### src/rtl/tanh4_rr_scheduler.sv
// Round-robin scheduler sharing one 4-bit approximate tanh evaluator among NREQ requesters.
// Optional per-requester served counters are built when TANH_SCHED_STATS_EN is defined.
module tanh4_rr_scheduler #(
  parameter int NREQ  = 4,
  parameter int ID_W  = 2
`ifdef TANH_SCHED_STATS_EN
  , parameter int CNT_W = 16
`endif
) (
  input  logic                  clk,
  input  logic                  reset_n,
  input  logic                  en,
  input  logic [NREQ-1:0]       req_valid,
  input  logic [4*NREQ-1:0]     req_data,
  output logic [NREQ-1:0]       req_ready,
  output logic                  resp_valid,
  output logic [3:0]            resp_data,
  output logic [ID_W-1:0]       resp_id,
  input  logic                  resp_ready,
`ifdef TANH_SCHED_STATS_EN
  input  logic                  clr_cnt,
  output logic [NREQ*CNT_W-1:0] served_cnt,
`endif
  output logic                  busy
);

  typedef enum logic [1:0] {
    ST_IDLE,
    ST_RUN,
    ST_DRAIN
  } state_e;

  state_e          state_q, state_d;
  logic [ID_W-1:0] ptr_q, ptr_d;
  logic            resp_valid_q, resp_valid_d;
  logic [3:0]      resp_data_q, resp_data_d;
  logic [ID_W-1:0] resp_id_q, resp_id_d;

  logic            slot_free;
  logic            grant_en;
  logic            gnt_found;
  logic [ID_W-1:0] gnt_idx;
  logic [ID_W-1:0] cand;

  function automatic logic [3:0] tanh4(input logic [3:0] x);
    logic n;
    n = ((x[3] & x[2]) | x[1]) & ~(x[0] & ~(x[2] & x[1]));
    return {n, n, x[0], x[0]};
  endfunction

  // Index p+k reduced modulo NREQ; callers keep p < NREQ and k < NREQ.
  function automatic logic [ID_W-1:0] wrap_idx(input logic [ID_W-1:0] p, input int k);
    int s;
    s = int'(p) + k;
    if (s >= NREQ) s = s - NREQ;
    return s[ID_W-1:0];
  endfunction

  assign slot_free = ~resp_valid_q | resp_ready;
  assign grant_en  = reset_n & en & (state_q == ST_RUN) & slot_free;

  // Cyclic priority search starting at ptr_q.
  always_comb begin
    // NOTE: every always_comb output gets a default first so no path leaves it unassigned (no latch).
    gnt_found = 1'b0;
    gnt_idx   = '0;
    cand      = '0;
    for (int k = 0; k < NREQ; k++) begin
      cand = wrap_idx(ptr_q, k);
      if (!gnt_found && req_valid[cand]) begin
        gnt_found = 1'b1;
        gnt_idx   = cand;
      end
    end
  end

  always_comb begin
    req_ready = '0;
    if (grant_en && gnt_found) req_ready[gnt_idx] = 1'b1;
  end

  always_comb begin
    ptr_d        = ptr_q;
    resp_valid_d = resp_valid_q;
    resp_data_d  = resp_data_q;
    resp_id_d    = resp_id_q;
    if (grant_en && gnt_found) begin
      ptr_d        = wrap_idx(gnt_idx, 1);
      resp_valid_d = 1'b1;
      resp_data_d  = tanh4(req_data[4*gnt_idx +: 4]);
      resp_id_d    = gnt_idx;
    end else if (resp_valid_q && resp_ready) begin
      resp_valid_d = 1'b0;
    end
  end

  always_comb begin
    state_d = state_q;
    case (state_q)
      ST_IDLE:  if (en) state_d = ST_RUN;
      ST_RUN:   if (!en) state_d = ST_DRAIN;
      ST_DRAIN: begin
        if (en)             state_d = ST_RUN;
        else if (slot_free) state_d = ST_IDLE;
      end
      default:  state_d = ST_IDLE;
    endcase
  end

  always_ff @(posedge clk) begin
    // NOTE: sequential state uses non-blocking assignments so every flop samples pre-edge values.
    if (!reset_n) begin
      state_q      <= ST_IDLE;
      ptr_q        <= '0;
      resp_valid_q <= 1'b0;
      resp_data_q  <= '0;
      resp_id_q    <= '0;
    end else begin
      state_q      <= state_d;
      ptr_q        <= ptr_d;
      resp_valid_q <= resp_valid_d;
      resp_data_q  <= resp_data_d;
      resp_id_q    <= resp_id_d;
    end
  end

  assign resp_valid = resp_valid_q;
  assign resp_data  = resp_data_q;
  assign resp_id    = resp_id_q;
  assign busy       = (state_q != ST_IDLE);

`ifdef TANH_SCHED_STATS_EN
  logic [CNT_W-1:0] cnt_q [NREQ];
  logic [CNT_W-1:0] cnt_d [NREQ];

  // Saturating served counters; a clear wins over a same-cycle grant.
  always_comb begin
    for (int i = 0; i < NREQ; i++) begin
      cnt_d[i] = cnt_q[i];
      if (clr_cnt)                             cnt_d[i] = '0;
      else if (req_ready[i] && (cnt_q[i] != '1)) cnt_d[i] = cnt_q[i] + CNT_W'(1);
    end
  end

  always_ff @(posedge clk) begin
    // NOTE: the counter array is a handful of flops, not RAM, so it is reset like any other state.
    if (!reset_n) begin
      for (int i = 0; i < NREQ; i++) cnt_q[i] <= '0;
    end else begin
      for (int i = 0; i < NREQ; i++) cnt_q[i] <= cnt_d[i];
    end
  end

  always_comb begin
    served_cnt = '0;
    for (int i = 0; i < NREQ; i++) served_cnt[CNT_W*i +: CNT_W] = cnt_q[i];
  end
`endif

endmodule

### config.mk
export PLATFORM = sky130hd
export DESIGN_NAME = tanh4_rr_scheduler
export DESIGN_NICKNAME = d
export VERILOG_FILES = /design/src/rtl/tanh4_rr_scheduler.sv
export SDC_FILE = /design/constraint.sdc
export NUM_CORES = 1
export LEC_CHECK = 0
export ABC_AREA = 1
export CAP_MARGIN = 10
export CORE_MARGIN = 2
export CORE_UTILIZATION = 47
export DETAILED_ROUTE_END_ITERATION = 7
export PLACE_DENSITY_LB_ADDON = 0.05
export SYNTH_ARGS = -nofsm -noshare
export SYNTH_HDL_FRONTEND = slang
export SYNTH_SLANG_ARGS = --single-unit
### constraint.sdc
create_clock -name clk -period 3.05 [get_ports clk]
set_clock_uncertainty 0.15 [all_clocks]
set_input_delay 0.4575 -clock clk [delete_from_list [all_inputs] [get_ports clk]]
set_output_delay 0.4575 -clock clk [all_outputs]
set_load 0.02 [all_outputs]
==> impl_metrics.tcl, run 1 <==
set metrics [dict create \
    critPathKind "in2out" \
    grt_pass1_wl_um 4110 \
    grt_overflow 0 \
    layout-drive-gt1-share_pct 19.5 \
    swShare_pct 35.6 \
    syn_avg_cell_area_um2 5.82 \
    top_usage_layer "met2" \
    hpwlAfterDp_um 1940 \
    clock-sinks 9 \
    worstPathRequired_ns 2.44 \
    timing.fmax_ghz 0.349 \
    clk_pin_slew_worst_paths_ns 0.06 \
    area_growth_pct 48.0 \
    endpoint_kind "output pin" \
    die_w_um 48.8 \
    design.core.area_um2 1920 \
    fin_nets 239 \
    cts_tree "done" \
    drt_drc_violations_left 0 \
    ir_drop_mv 0.312 \
    grt_start_max_net_pins 11 \
    numCtsBuffers 3 \
    met2_usage_pct 42.0 \
    final_max_slew_viol_count 0 \
    r2r_slack_ns 0.82 \
    switchingPower_uw 149 \
    fin_crit_sh_pct 93.8 \
    worstPathArrival_ns 2.25 \
    first_pass_iters 4 \
    min_path_type "reg2reg" \
    synth_top_area_share_pct 21.5 \
    power_frac_comb_pct 48.9 \
    io_pins 36 \
    antenna_cells 0 \
    vias_per_cell 4.69 \
    hold_ws_ns 0.342 \
    setup_viol 0 \
    power.leakage_nw 0.725 \
    p_per_area_nw_per_um2 300 \
    synth.largest_area_cell "nand2_1" \
    cts_root_buf "clkbuf_4" \
    grtUsageMet1_pct 22.7 \
    syn_nets 190 \
    synthesis.instances 162 \
    max-clock-path-buffers 2 \
    place.gp.congestion 0.882 \
    wl_um 2320 \
    synth_seq_cells 9 \
    crit_path_max_fanout 5 \
    dieArea_um2 2380 \
    ys_types 23 \
    startpoint_type "input pin" \
    internal_power_uw 270 \
    grt_pass1_vias 1073 \
    status "completed" \
    pwr-share-clk_pct 21.3 \
    ys_seq_area_share_pct 19.1 \
    worst_pin_slew_ns 0.230 \
    fill_cells 182 \
    antenna_found_initial 0 \
    max_cap_violations 0 \
    die-height_um 48.8 \
    fin_crit_ns 2.86 \
    slew-limit-headroom_pct 84.6 \
    yosys-top-cells-area "nand2_1 21%, dfxtp_1 19%, inv_1 10%" \
    totalPowerFinal_uw 419 \
    grt_use_total_pct 21.4 \
    hold_violations 0 \
    rows 16 \
    io_buffers 35 \
    drt_iter0_markers 12 \
    insertion_delay_ns 0.26 \
    ant_nets 0 \
    use_met3_pct 4.91 \
    rsz0062_at_grt "false" \
    vias 1111 \
    fin_util_pct 72.7 \
    htreeDepth 1 \
    syn_area_um2 943 \
    yosys_warnings 0 \
    routedWlPerCell_um 9.77 \
    pwr-share-seq_pct 29.8 \
    initial_core_util_pct 49.1 \
]
## registers in the layout, indices dropped and copies added (netlist names)
register	flops
resp_data	2
ptr_q	2
resp_id	2
resp_valid	1
state_q	2
## cells by family (layout without fill, tap and decap cells)
group / count (synthesis) / count (layout) / share of synthesized area, %
AND/OR/NAND/NOR: 106 / 106 / 54.0
buffers and inverters: 33 / 81 / 15.6
AO/OA/AOI/OAI: 10 / 10 / 5.97
flip-flops: 9 / 9 / 19.1
adder cells (fa/ha/maj): 4 / 4 / 5.31
## cell usage after synthesis
| library cell | number |
|---|---|
| a211oi_1 | 1 |
| a21oi_1 | 3 |
| a21oi_2 | 1 |
| buf_2 | 1 |
| buf_4 | 2 |
| buf_6 | 2 |
| dfxtp_1 | 9 |
| ha_1 | 4 |
| inv_1 | 26 |
| inv_2 | 2 |
| nand2_1 | 54 |
| nand2_2 | 8 |
| nand2_4 | 4 |
| nand3_1 | 14 |
| nand3_2 | 2 |
| nand3b_1 | 3 |
| nand4_1 | 2 |
| nor2_1 | 15 |
| nor2_2 | 1 |
| nor2_4 | 1 |
| nor4_1 | 2 |
| o21ai_0 | 2 |
| o21ai_1 | 3 |
## worst paths after layout
| check | start | end | depth (start not counted) |
|---|---|---|---|
| worst max-delay path | req_valid[3] | req_ready[3] | 16 |
| worst min-delay path | resp_id[0] | resp_id[0] | 2 |
| worst max register to register | ptr_q[0] | resp_data[2] | 20 |
| worst min register to register | resp_id[0] | resp_id[0] | 2 |
## worst max-delay path, cell delays in order
cell and delay, ns:
clkdlybuf4s50_1 0.48, inv_1 0.06, nand2_1 0.06, nand2_1 0.08, nand2_1 0.07, nand2_1 0.07
nor2_1 0.14, buf_4 0.13, nor2_2 0.04, nand2_4 0.08, nand2_4 0.06, inv_1 0.08
ha_1 0.14, inv_1 0.04, nor2_1 0.09, clkbuf_2 0.18
## cell usage in the layout, fill, tap and decap left out, drive strengths merged, types with 3 or more instances in the layout
cell type and count:
nor2 17, nand3b 3, nand2 66, clkbuf 7, a21oi 4, clkdlybuf4s50 31
inv 28, dfxtp 9, nand3 16, o21ai 5, buf 15, ha 4
## metrics by stage
step	setup TNS, ns	instance area [µm²]	cells	setup slack, ns
CTS	0	1410	237	0.00278
global placement	-0.706	1390	233	-0.188
global route	0	1400	237	0.0218
floorplan	0	943	162	0.667
detailed placement	-0.930	1390	233	-0.269
finish	0	1400	237	0.188
## power by group through the flow
stage	clock network [mW]	logic [mW]	registers [mW]
final	0.0890	0.205	0.125
after global routing	0.102	0.228	0.126
after CTS	0.0915	0.206	0.125
after detailed placement	0	0.206	0.128
after global placement	0	0.199	0.127
after floorplan	0	0.121	0.130
## layer usage
layer	part of all wire, %	vias up
li1	-	596
met1	43	483
met2	51	28
met3	4.1	4
met4	1.3	0
met5	0	-
## repair_timing
item                                    4_1_cts  5_1_grt
gates resized for setup                       4       10
gates cloned                                  0        0
buffers inserted                              0        0
hold buffers                                  0        0
endpoints found under the setup margin        4        4
## cell type report
class                      instances  area, µm²  share of cell area, %
timing repair buffer              49        435                   31.2
multi-input combinational        120        616                   44.1
inverter                          28        105                   7.53
tap                               27       33.8                   2.42
sequential                         9        180                   12.9
clock buffer                       4       26.3                   1.88
(Power assumes the default switching activity.)
==> run 2: changes to the inputs <==
Settings changed: CTS_CLUSTER_SIZE set to 16.
Clock period 3.05 ns to 3.35 ns, I/O delays scaled along.
==> run 2 against run 1 <==
Sequential cell count stayed put. Worst hold slack worse by 0.0063 ns. Total power decreased by 12%. Sequential share of layout area rose by 0.36 points. Count of clock-buffer cells in the layout is the same. Critical path type unchanged.
==> impl_metrics.tcl, run 2 (synthesis gave the netlist of run 1 again) <==
set metrics [dict create \
    final_max_slew_viol_count 0 \
    worstPathArrival_ns 2.50 \
    slowest_delay_ns 0.43 \
    wl_um 2130 \
    die-height_um 48.8 \
    worstPathRequired_ns 2.70 \
    routedWlPerCell_um 9.31 \
    final_cell_mix "54 x nand2_1, 31 x clkdlybuf4s50_1, 26 x inv_1" \
    crit_cells 14 \
    layout-drive-gt1-share_pct 13.9 \
    max_cap_violations 0 \
    grt_pass1_wl_um 3750 \
    clock-sinks 9 \
    rsz0062_at_grt "false" \
    cpLargestDelayFamily "buffers and inverters" \
    setup_tns_ns 0 \
    setup.worst_path.end "req_ready[2]" \
    setup_viol 0 \
    vias 1069 \
    path_cells "clkdlybuf4s50_1 -> inv_1 -> nand2_1 -> nand3_2 -> nand2_2 -> nor2_4 -> nand3_2 -> nand4_1 -> nand2_1 -> inv_1 -> ha_1 -> inv_1 -> nor2_1 -> dlygate4sd2_1" \
    crit_start "req_valid[2]" \
    cts_root_buf "clkbuf_4" \
    numCtsBuffers 3 \
    fin_crit_ns 3.15 \
    startpoint_type "input pin" \
    worst-path-buf-inv 5 \
    r2r_slack_ns 1.15 \
    io_pins 36 \
    grt_start_max_net_pins 11 \
    min_path_type "reg2reg" \
    ir_drop_mv 0.193 \
    drt_iter0_markers 9 \
    io_buffers 35 \
    crit_slowest_cell "clkdlybuf4s50_1" \
    fin_crit_sh_pct 94.0 \
    cp_common_cell "inv_1" \
    drt_drc_violations_left 0 \
    p_per_area_nw_per_um2 270 \
    area_growth_pct 44.0 \
    grt_use_total_pct 19.4 \
    cts_setup_buffers 0 \
    power.leakage_nw 0.729 \
    initial_core_util_pct 49.1 \
    hold_start "state_q[1]" \
    fin_nets 231 \
    antenna_found_initial 0 \
    endpoint_kind "output pin" \
    hpwlAfterDp_um 1800 \
    timing.fmax_ghz 0.318 \
    insertion_delay_ns 0.26 \
    r2r-end "resp_data[2]" \
    mostFrequentLayoutCell "nand2_1" \
    grt_overflow 0 \
    postCtsHoldBufs 0 \
    antenna_cells 0 \
    hold_violations 0 \
    hold_ws_ns 0.335 \
    design.core.area_um2 1920 \
    clk_pin_slew_worst_paths_ns 0.06 \
    r2r-start "ptr_q[0]" \
    worst_r2r_path_depth 17 \
    place.gp.congestion 0.906 \
    cts_tree "done" \
    grt_pass1_vias 983 \
    first_pass_iters 4 \
    max-clock-path-buffers 2 \
    dieArea_um2 2380 \
    status "completed" \
    rows 16 \
    crit_path_max_fanout 4 \
    die_w_um 48.8 \
    vias_per_cell 4.67 \
    critPathKind "in2out" \
    worst_pin_slew_ns 0.282 \
    htreeDepth 1 \
    slew-limit-headroom_pct 81.0 \
    ant_nets 0 \
]
==> run 2: changes by cell type in the layout (fill, tap and decap cells not counted), sizes merged <==
cell,before,now
dlygate4sd2,0,2
dlymetal6s2s,0,2
buf,15,6
clkbuf,7,4
==> run 2: report_power, final <==
| part | switching, mW | total (mW) | internal (mW) |
|---|---|---|---|
| clock network | 0.0368 | 0.0826 | 0.0458 |
| registers | 0.00297 | 0.114 | 0.111 |
| logic | 0.0925 | 0.170 | 0.0776 |
==> run 2: final cells by class <==
cell class | count | area, µm²
Tap cell | 27 | 33.8
Multi-Input combinational cell | 120 | 616
Timing Repair Buffer | 41 | 398
Clock buffer | 4 | 26.3
Sequential cell | 9 | 180
Fill cell | 187 | 563
Inverter | 28 | 105
==> run 2: layer usage <==
metal	part of all wire, %	global-route usage [%]	up-vias
li1	-	-	574
met1	44	21.7	472
met2	52	38.1	23
met3	3.7	3.68	0
met4	0	2.86	0
met5	0	0	-
==> run 2: worst reg2reg max path: cells and delay by family, from the launching register on <==
family | cells | cell delay (ns)
AND/OR/NAND/NOR | 14 | 1.22
flip-flops | 1 | 0.34
buffers and inverters | 3 | 0.41
==> run 2: what timing repair did <==
action / CTS / global route
endpoints found under the setup margin: 2 / 2
gates resized for setup: 2 / 2
gates cloned: 0 / 0
==> run 2: worst min-delay path by stage <==
stage | end | slack, ns | depth (start not counted)
floorplan | state_q[0] | 0.30 | 1
CTS | state_q[0] | 0.34 | 1
detailed placement | state_q[0] | 0.33 | 1
global route | state_q[0] | 0.37 | 1
finish | state_q[0] | 0.34 | 1
global placement | state_q[0] | 0.31 | 1
==> run 2: per-stage QoR <==
step	power, mW	cells	util [%]	setup WS [ns]	area (µm²)
floorplan	0.229	162	-	0.877	943
global placement	0.283	225	69.2	0.0207	1330
detailed placement	0.286	225	69.2	-0.0723	1330
CTS	0.370	229	70.4	0.0136	1350
global route	0.397	229	70.7	0.0292	1360
finish	0.367	229	70.7	0.201	1360
==> run 3: changes to the inputs <==
Settings changed: SKIP_CTS_REPAIR_TIMING set to 1.
==> run 3 against run 2 <==
Fmax increased by 2.5%. Routed wire length rose by 1.7%. Via count is 0.84% higher. Critical path depth unchanged. Non-clock buffer count unchanged. Final cell count is the same.
==> impl_metrics.tcl, run 3 (synthesis gave the netlist of run 1 again) <==
set metrics [dict create \
    status "completed" \
    grt_start_max_net_pins 11 \
    final_cells 229 \
    initial_core_util_pct 49.1 \
    mostFrequentLayoutCell "nand2_1" \
    slowest_delay_ns 0.43 \
    io_buffers 35 \
    use_met3_pct 3.68 \
    die_w_um 48.8 \
    routedWlPerCell_um 9.46 \
    worstHoldPathCells 1 \
    timing.fmax_ghz 0.325 \
    drt_drc_violations_left 0 \
    grt_pass1_vias 983 \
    ant_nets 0 \
    fin_crit_ns 3.07 \
    hold_violations 0 \
    clock-sinks 9 \
    top_usage_layer "met2" \
    endpoint_kind "output pin" \
    htreeDepth 1 \
    io_pins 36 \
    min_to "state_q[0]" \
    worst_r2r_path_depth 17 \
    crit_slowest_cell "clkdlybuf4s50_1" \
    power_frac_comb_pct 46.6 \
    hold_ws_ns 0.335 \
    design.core.area_um2 1920 \
    grt_pass1_wl_um 3750 \
    rsz0062_at_grt "false" \
    ir_drop_mv 0.193 \
    grt_use_total_pct 19.4 \
    die-height_um 48.8 \
    slew-limit-headroom_pct 80.8 \
    wl_um 2170 \
    r2r-end "resp_data[2]" \
    met2_usage_pct 38.1 \
    power.leakage_nw 0.757 \
    pwr-share-clk_pct 22.4 \
    vias_per_cell 4.71 \
    antenna_cells 0 \
    numCtsBuffers 3 \
    crit_path_max_fanout 4 \
    grtUsageMet1_pct 21.7 \
    vias 1078 \
    setup_viol 0 \
    drt_iter0_markers 17 \
    startpoint_type "input pin" \
    worst_pin_slew_ns 0.286 \
    insertion_delay_ns 0.26 \
    final_cell_mix "54 x nand2_1, 31 x clkdlybuf4s50_1, 26 x inv_1" \
    cts_root_buf "clkbuf_4" \
    max_cap_violations 0 \
    worstPathArrival_ns 2.42 \
    min_path_type "reg2reg" \
    grt_overflow 0 \
    r2r-start "ptr_q[0]" \
    final_max_slew_viol_count 0 \
    cp_common_cell "inv_1" \
    critPathKind "in2out" \
    area_growth_pct 44.8 \
    place.gp.congestion 0.906 \
    clk_pin_slew_worst_paths_ns 0.06 \
    hpwlAfterDp_um 1800 \
    max-clock-path-buffers 2 \
    cpLargestDelayFamily "buffers and inverters" \
    dieArea_um2 2380 \
    internal_power_uw 234 \
    fin_nets 231 \
    worstPathRequired_ns 2.70 \
    rows 16 \
    first_pass_iters 4 \
    pwr-share-seq_pct 31.0 \
    switchingPower_uw 132 \
    path_cells "clkdlybuf4s50_1 -> inv_1 -> nand2_1 -> nand3_2 -> nand2_2 -> nor2_4 -> nand3_2 -> nand4_1 -> nand2_1 -> inv_1 -> ha_1 -> inv_1 -> nor2_1 -> dlymetal6s2s_1" \
    hold_start "state_q[1]" \
    antenna_found_initial 0 \
    dp_cells 225 \
    p_per_area_nw_per_um2 268 \
    cts_tree "done" \
    fin_crit_sh_pct 91.7 \
    r2r_slack_ns 1.13 \
    swShare_pct 36.1 \
    worst-path-buf-inv 5 \
    layout-drive-gt1-share_pct 13.9 \
]
run 3: cell types whose count changed in the layout (fill, tap and decap cells not counted), sizes merged:
cell          before  now
dlymetal6s2s       2    4
dlygate4sd2        2    0
run 3: routing by layer:
metal | share of wire [%] | routed length (µm) | up-vias
li1 | - | - | 575
met3 | 3.4 | 73 | 0
met2 | 52 | 1140 | 23
met5 | 0 | 0 | -
met4 | 0 | 0 | 0
met1 | 44 | 957 | 480
run 3: how the worst max path moves through the flow:
stage	slack (ns)	end	startpoint	depth (start not counted)
6_report	0.28	req_ready[2]	req_valid[2]	14
3_5_place_dp	-0.07	req_ready[2]	req_valid[2]	14
3_3_place_gp	0.02	req_ready[3]	req_valid[2]	14
5_1_grt	0.13	req_ready[2]	req_valid[3]	15
2_1_floorplan	0.88	req_ready[1]	req_valid[3]	13
4_1_cts	-0.09	req_ready[2]	req_valid[2]	14
run 3: power groups by stage:
stage | clock, mW | combinational, mW | sequential [mW]
5_1_grt | 0.0913 | 0.191 | 0.114
2_1_floorplan | 0 | 0.110 | 0.118
4_1_cts | 0.0850 | 0.172 | 0.114
3_3_place_gp | 0 | 0.167 | 0.116
6_report | 0.0820 | 0.171 | 0.114
3_5_place_dp | 0 | 0.170 | 0.116
run 3: per-stage QoR:
step | setup slack, ns | total power, mW | utilization (%) | setup TNS [ns] | instance area [µm²]
global placement | 0.0207 | 0.283 | 69.2 | 0 | 1330
global route | 0.129 | 0.397 | 71.1 | 0 | 1370
finish | 0.278 | 0.367 | 71.1 | 0 | 1370
CTS | -0.0865 | 0.370 | 70.6 | -0.118 | 1360
detailed placement | -0.0723 | 0.286 | 69.2 | -0.103 | 1330
floorplan | 0.877 | 0.229 | - | 0 | 943
run 3: final cells by class:
type                    instances  area, µm²
well taps                      27       33.8
clock buffers                   4       26.3
multi-input cells             120        616
flip-flops and latches          9        180
repair buffers                 41        405
fillers                       185        556
inverters                      28        105
